### config.mk
export PLATFORM = sky130hd
export DESIGN_NAME = mem_port_arbiter
export DESIGN_NICKNAME = d
export VERILOG_FILES = /design/src/rtl/mem_port_arbiter.sv
export SDC_FILE = /design/constraint.sdc
export NUM_CORES = 1
export LEC_CHECK = 0
export CORE_MARGIN = 2
export CORE_UTILIZATION = 35
export CTS_BUF_LIST = sky130_fd_sc_hd__clkbuf_8
export DETAILED_ROUTE_END_ITERATION = 6
export PLACE_DENSITY = 0.83
export SYNTH_ARGS = -nofsm -noshare
export SYNTH_HDL_FRONTEND = slang
export SYNTH_SLANG_ARGS = --single-unit
export TNS_END_PERCENT = 30
### constraint.sdc
create_clock -name clk -period 3.6 [get_ports clk]
set_input_delay 0.72 -clock clk [delete_from_list [all_inputs] [get_ports clk]]
set_output_delay 0.72 -clock clk [all_outputs]
set_load 0.01 [all_outputs]
### src/rtl/mem_port_arbiter.sv
// mem_port_arbiter: shares one variable-latency memory port between the
// instruction-fetch and data-access requesters. Data has fixed priority.
// Optional feature macro: MEMARB_RDATA_HOLD_EN registers the read data
// outputs so they hold the last completed value per requester.
`timescale 1ns/1ps

module mem_port_arbiter #(
  parameter int unsigned ADDR_W = 32,
  parameter int unsigned DATA_W = 32
) (
  input  logic              clk,
  input  logic              reset,
  input  logic              i_iReq,
  input  logic [ADDR_W-1:0] i_iAddr,
  input  logic              i_iFlush,
  output logic [DATA_W-1:0] o_iRdata,
  output logic              o_iValid,
  output logic              o_iStall,
  input  logic              i_dReq,
  input  logic              i_dWrite,
  input  logic [1:0]        i_dSize,
  input  logic [ADDR_W-1:0] i_dAddr,
  input  logic [DATA_W-1:0] i_dWdata,
  output logic [DATA_W-1:0] o_dRdata,
  output logic              o_dValid,
  output logic              o_dStall,
  output logic              o_memReq,
  output logic              o_memWrite,
  output logic [1:0]        o_memSize,
  output logic [ADDR_W-1:0] o_memAddr,
  output logic [DATA_W-1:0] o_memWdata,
  input  logic              i_memReady,
  input  logic [DATA_W-1:0] i_memRdata
);

  typedef enum logic [1:0] {
    IDLE   = 2'd0,
    I_BUSY = 2'd1,
    D_BUSY = 2'd2
  } state_t;

  state_t state;
  logic   drop;

  logic i_done;
  logic d_done;
  logic i_hit;
  logic arb_en;
  logic d_win;
  logic i_win;

  // Completion decode; a flush coincident with completion also discards the fetch
  assign i_done = (state == I_BUSY) && i_memReady;
  assign d_done = (state == D_BUSY) && i_memReady;
  assign i_hit  = i_done && !drop && !i_iFlush;

  assign o_iValid = !reset && i_hit;
  assign o_dValid = !reset && d_done;
  assign o_iStall = !reset && i_iReq && !i_hit;
  assign o_dStall = !reset && i_dReq && !d_done;

  // Arbitrate in IDLE or on completion. A requester just served still holds
  // its request this cycle, so it sits out; a dropped fetch has not been
  // served and may reissue at once to the redirect address.
  assign arb_en = (state == IDLE) || i_done || d_done;
  assign d_win  = arb_en && i_dReq && !d_done;
  assign i_win  = arb_en && !d_win && i_iReq && !i_hit;

  // Port FSM with registered memory-side outputs and the fetch drop flag
  always_ff @(posedge clk or posedge reset) begin
    if (reset) begin
      state      <= IDLE;
      drop       <= 1'b0;
      o_memReq   <= 1'b0;
      o_memWrite <= 1'b0;
      o_memSize  <= 2'b00;
      o_memAddr  <= '0;
      o_memWdata <= '0;
    end else if (d_win) begin
      state      <= D_BUSY;
      drop       <= 1'b0;
      o_memReq   <= 1'b1;
      o_memWrite <= i_dWrite;
      o_memSize  <= i_dSize;
      o_memAddr  <= i_dAddr;
      o_memWdata <= i_dWdata;
    end else if (i_win) begin
      state      <= I_BUSY;
      drop       <= i_iFlush;
      o_memReq   <= 1'b1;
      o_memWrite <= 1'b0;
      o_memSize  <= 2'b10;
      o_memAddr  <= i_iAddr;
      o_memWdata <= '0;
    end else if (arb_en) begin
      state    <= IDLE;
      drop     <= 1'b0;
      o_memReq <= 1'b0;
    end else if ((state == I_BUSY) && i_iFlush) begin
      drop <= 1'b1;
    end
  end

`ifdef MEMARB_RDATA_HOLD_EN
  logic [DATA_W-1:0] irdata_q;
  logic [DATA_W-1:0] drdata_q;

  // Capture read data on each requester's own delivered completion
  always_ff @(posedge clk or posedge reset) begin
    if (reset) begin
      irdata_q <= '0;
      drdata_q <= '0;
    end else begin
      if (i_hit)  irdata_q <= i_memRdata;
      if (d_done) drdata_q <= i_memRdata;
    end
  end

  assign o_iRdata = irdata_q;
  assign o_dRdata = drdata_q;
`else
  assign o_iRdata = i_memRdata;
  assign o_dRdata = i_memRdata;
`endif

endmodule

== Yosys cells after proc, flatten, opt, wreduce, memory -nomap -nowiden ==
Index checks and enable logic that the tools add are counted.

* Reduce and logical (&&, ||, !) cells: 28
* Eq/ne operators: 2
* Mux-type cells: 18

{| class="wikitable"
|+ Operators by type and width
! operator !! count
|-
| 32-bit two-way mux || 4
|-
| 1-bit logical AND || 16
|-
| 2-bit two-way mux || 5
|-
| 1-bit two-way mux || 9
|-
| 1-bit zero test || 6
|-
| 4-bit nonzero test || 1
|-
| 3-bit nonzero test || 1
|-
| 2-bit by 1-bit equality test with 1-bit output (second input constant) || 1
|-
| 2-bit equality test (second input constant) || 1
|-
| 2-bit zero test || 1
|-
| 1-bit logical OR || 2
|-
| 2-bit nonzero test || 1
|}

* Output and inout port bits: 136
* Register bits: 71
* Logic and storage cells: 55
* Input bits: 137

== Depth between registers and ports, before layout ==
* Word-level depth: 12
* Depth in mapped cells: 7
* Mapped depth without buffers: 4

== Worst setup path before layout ==
Ideal clock, no wire load.

* Kind: input to output
* From: input reset
* To: output o_iStall
* Stages on the path: 2
* Path buffers: 0
* Data required time: 2880 ps
* Arrival time: 2602 ps
* Path slack: 278 ps
* Cells stage by stage: inv_1 -> and3_1

* Longest elaborated chain between the ends: 3

{| class="wikitable"
|+ RTL lines
! what !! line !! text
|-
| start, declared || 12 || <nowiki>input logic reset,</nowiki>
|-
| 1-bit zero test (no source line) || n/a ||
|-
| 1-bit logical AND (2 in series) || 59 || <nowiki>assign o_iStall = !reset && i_iReq && !i_hit;</nowiki>
|-
| end, declared || 18 || <nowiki>output logic o_iStall,</nowiki>
|}

Every way passes these cells.

== Worst setup path in the final report ==
* From: input i_iFlush
* To: output o_iStall

* Longest elaborated chain between the ends: 4

{| class="wikitable"
|+ RTL lines
! what !! line !! text
|-
| start, declared || 15 || <nowiki>input logic i_iFlush,</nowiki>
|-
| 1-bit zero test || 55 || <nowiki>assign i_hit = i_done && !drop && !i_iFlush;</nowiki>
|-
| 1-bit logical AND || 55 ||
|-
| 1-bit zero test || 59 ||
|-
| 1-bit logical AND || 59 ||
|}

Every way passes these cells.

==> out/results.txt <==
Run status -> finished clean
Number of hold-slack violations in the final timing report -> 0
Clock root buffer -> sky130_fd_sc_hd__clkbuf_8
Area leader, netlist -> sky130_fd_sc_hd__dfrtp_1
Share of the yosys chip area belonging to registers -> 49.0%
Number of endpoints failing setup at the final stage -> 0
Global-route wire length before repair -> 16.4 mm
Syn Std Cell Area -> 3620 µm²
Unrepaired setup endpoints after global routing -> no
Detailed placement HPWL -> 7.93 mm
Reg clk slew, reported paths -> 0.08 ns
H-tree depth -> 3
Total via count in the routed design -> 3108
Area share of the largest cell type after synthesis -> 49.0%
Gate Count Post-Synth -> 367
DRT antenna net count -> 0
Peak supply drop -> 0.000289 V
Ratio of final minimum period to clock period -> 83.6%
Relative slew margins -> 39.5%
Distinct cell type count after synthesis -> 35
Synthesized area per cell -> 9.88 µm²
Slew at the pin with the worst max-slew slack -> 0.908 ns
Combinational power share -> 45.9%
Count of pins on the block boundary -> 273
GR Layer Usage met2 -> 32.2%
Most frequent standard cell in the layout excluding fill and tap cells -> sky130_fd_sc_hd__clkdlybuf4s50_1
Pin count of the biggest net entering global routing -> 72
Final #Nets -> 609
Count of warnings emitted by yosys -> 0
DRT Pass-1 Iters -> 4
Highest-count cells in the layout ignoring fill and taps -> sky130_fd_sc_hd__clkdlybuf4s50_1, sky130_fd_sc_hd__nand2_1, sky130_fd_sc_hd__dfrtp_1
Clock period minus worst slack -> 3.01 ns
Share of layout cells above drive strength 1 -> 6.92%
RR Startpoint -> state[0]
Clock tree from TritonCTS -> done
Grt peak-use layer -> met2
Insertion delay to the later sink of the worst-skew pair -> 0.34 ns
Clock Tree Buf Depth -> 2
Antenna cells -> 0
Worst clock skew on the final layout -> 0.0121 ns
Critical path data arrival time -> 2.29 ns
Leakage power of the design -> 2.23 nW
Buffer count from post-CTS setup fixing -> 0
Kind of critical path -> in -> out
Startpoint of the worst hold path -> o_memAddr[27]
Routability cong. -> 0.815
Post-route DRC -> 0
Floorplan die area -> 11200 µm²
Routed wire per std cell -> 17.3 µm
Grt total ovfl -> 0
Core Area -> 10200 µm²
Max Slew Vio Count -> 0
Relative area change from synthesis to final layout -> 42.6%
CP max FO -> 3
Starting DRT DRC Count -> 125
Switching power -> 1.27 mW
Floorplan row count -> 37
TritonCTS Buffers -> 9
Number of input and output port buffers inserted -> 176
Sw frac -> 34.7%
Internal power summed over all cells -> 2.38 mW
Required time of the critical path -> 2.88 ns
Hold Buf Count CTS -> 0
Max-cap check violation count -> 0
Number of synthesized flops with an enable pin -> 0
Global Route Usage Sum -> 18.6%
Final core utilization -> 50.7%
Proportion of synthesized flip-flops having asynchronous set or reset -> 100%
Initial core utilization -> 35.6%
Die boundary height -> 106 µm
Sum Neg Setup Slack -> 0 ns
Part of the total power dissipated in the clock network -> 17.5%
Vias in the first global route -> 3152
Startpoint of the most critical setup path -> i_iFlush
Launching element type of the critical path -> input port
Via-per-instance ratio -> 5.07
Horiz. Die Dim -> 106 µm
Peak clock frequency supported by timing -> 0.332 GHz
Critical Path End Type -> primary output
Top cells by area in the synthesized netlist -> sky130_fd_sc_hd__dfrtp_1, sky130_fd_sc_hd__buf_4, sky130_fd_sc_hd__a221o_1
Reg power frac -> 36.6%
Total length of routed wires -> 10.6 mm
Power per Cell Area -> 705 nW/µm²
Top flip-flop cell by instance count after synthesis -> sky130_fd_sc_hd__dfrtp_1
Hold crit path type -> reg -> reg
Number of antenna violations at the first check in global routing -> 0
TritonCTS sink count -> 71
GR Layer Usage met3 -> 6.37%
Number of nets in the synthesized netlist -> 504
Number of cells upsized or downsized after cts -> 0
FF+latch count, synth -> 71
Met1 track demand over resource in global routing -> 21.0%
final cells by class:
class                      count  area [µm²]
inverter                       2        7.51
fill                         952        5020
tap                          136         170
timing repair buffer         182        1810
multi-input combinational    206        1210
clock buffer                   9         124
sequential                    71        1780
clock inverter                 7        73.8
final timing paths:
| path | to | slack (ns) | cells past startpoint |
|---|---|---|---|
| setup reg to reg | o_memAddr[13] | 1.33 | 5 |
| min in group asynchronous | o_memAddr[20] | 1.08 | 3 |
| hold / removal | o_memAddr[27] | 0.51 | 1 |
| setup / recovery | o_iStall | 0.59 | 5 |
| max in group asynchronous | o_memWdata[9] | 1.91 | 3 |
| hold reg to reg | o_memAddr[27] | 0.51 | 1 |
worst max-delay path, stage by stage:
cell                              delay (ns)
sky130_fd_sc_hd__clkdlybuf4s50_1        0.45
sky130_fd_sc_hd__nor2_1                 0.24
sky130_fd_sc_hd__nand4b_1               0.17
sky130_fd_sc_hd__and3_1                 0.22
sky130_fd_sc_hd__clkdlybuf4s50_1        0.47
layer usage:
metal / up-vias / part of all wire (%)
li1: 1423 / -
met1: 1490 / 38
met2: 163 / 50
met3: 32 / 9.7
met4: 0 / 2.7
met5: - / 0
synthesized netlist by cell type, drive strengths merged, types with 2 or more instances:
cell / number
nand2: 73
buf: 72
dfrtp: 71
o21ai: 35
and3: 33
a221o: 32
clkbuf: 16
nor2: 8
a21oi: 4
nor2b: 3
inv: 2
nand3: 2
nor3: 2
o22ai: 2
flip-flops by register name, indices dropped and copies added, names as in the netlist:
register / count
o_memReq: 1
state: 2
o_memAddr: 32
o_memWrite: 1
drop: 1
o_memSize: 2
o_memWdata: 32
per-stage QoR:
step	cell area, µm²	instances	total power, mW	hold WS, ns	worst slack [ns]
6_report	5170	613	3.64	0.514	0.591
5_1_grt	5170	613	3.87	0.527	0.515
4_1_cts	5170	613	3.69	0.520	0.606
3_5_place_dp	4970	597	3.04	0.501	0.558
3_3_place_gp	4970	597	2.98	0.495	0.651
2_1_floorplan	3620	367	2.23	0.547	0.278
cell families (layout without fill, tap and decap cells):
logic type             Yosys count  count (layout)  synth area share (%)
AOI/OAI and AO/OA               77              77                  15.9
buffers and inverters           90             200                  17.7
and+or+nand+nor                129             129                  17.3
DFF                             71              71                  49.0
power by group through the flow:
| stage | sequential (mW) | combinational [mW] | clock, mW |
|---|---|---|---|
| after floorplan | 1.44 | 0.790 | 0 |
| after global placement | 1.33 | 1.64 | 0 |
| after detailed placement | 1.35 | 1.69 | 0 |
| after CTS | 1.33 | 1.69 | 0.659 |
| after global routing | 1.37 | 1.81 | 0.690 |
| final | 1.33 | 1.67 | 0.636 |
Power figures use the tool's default switching activity.
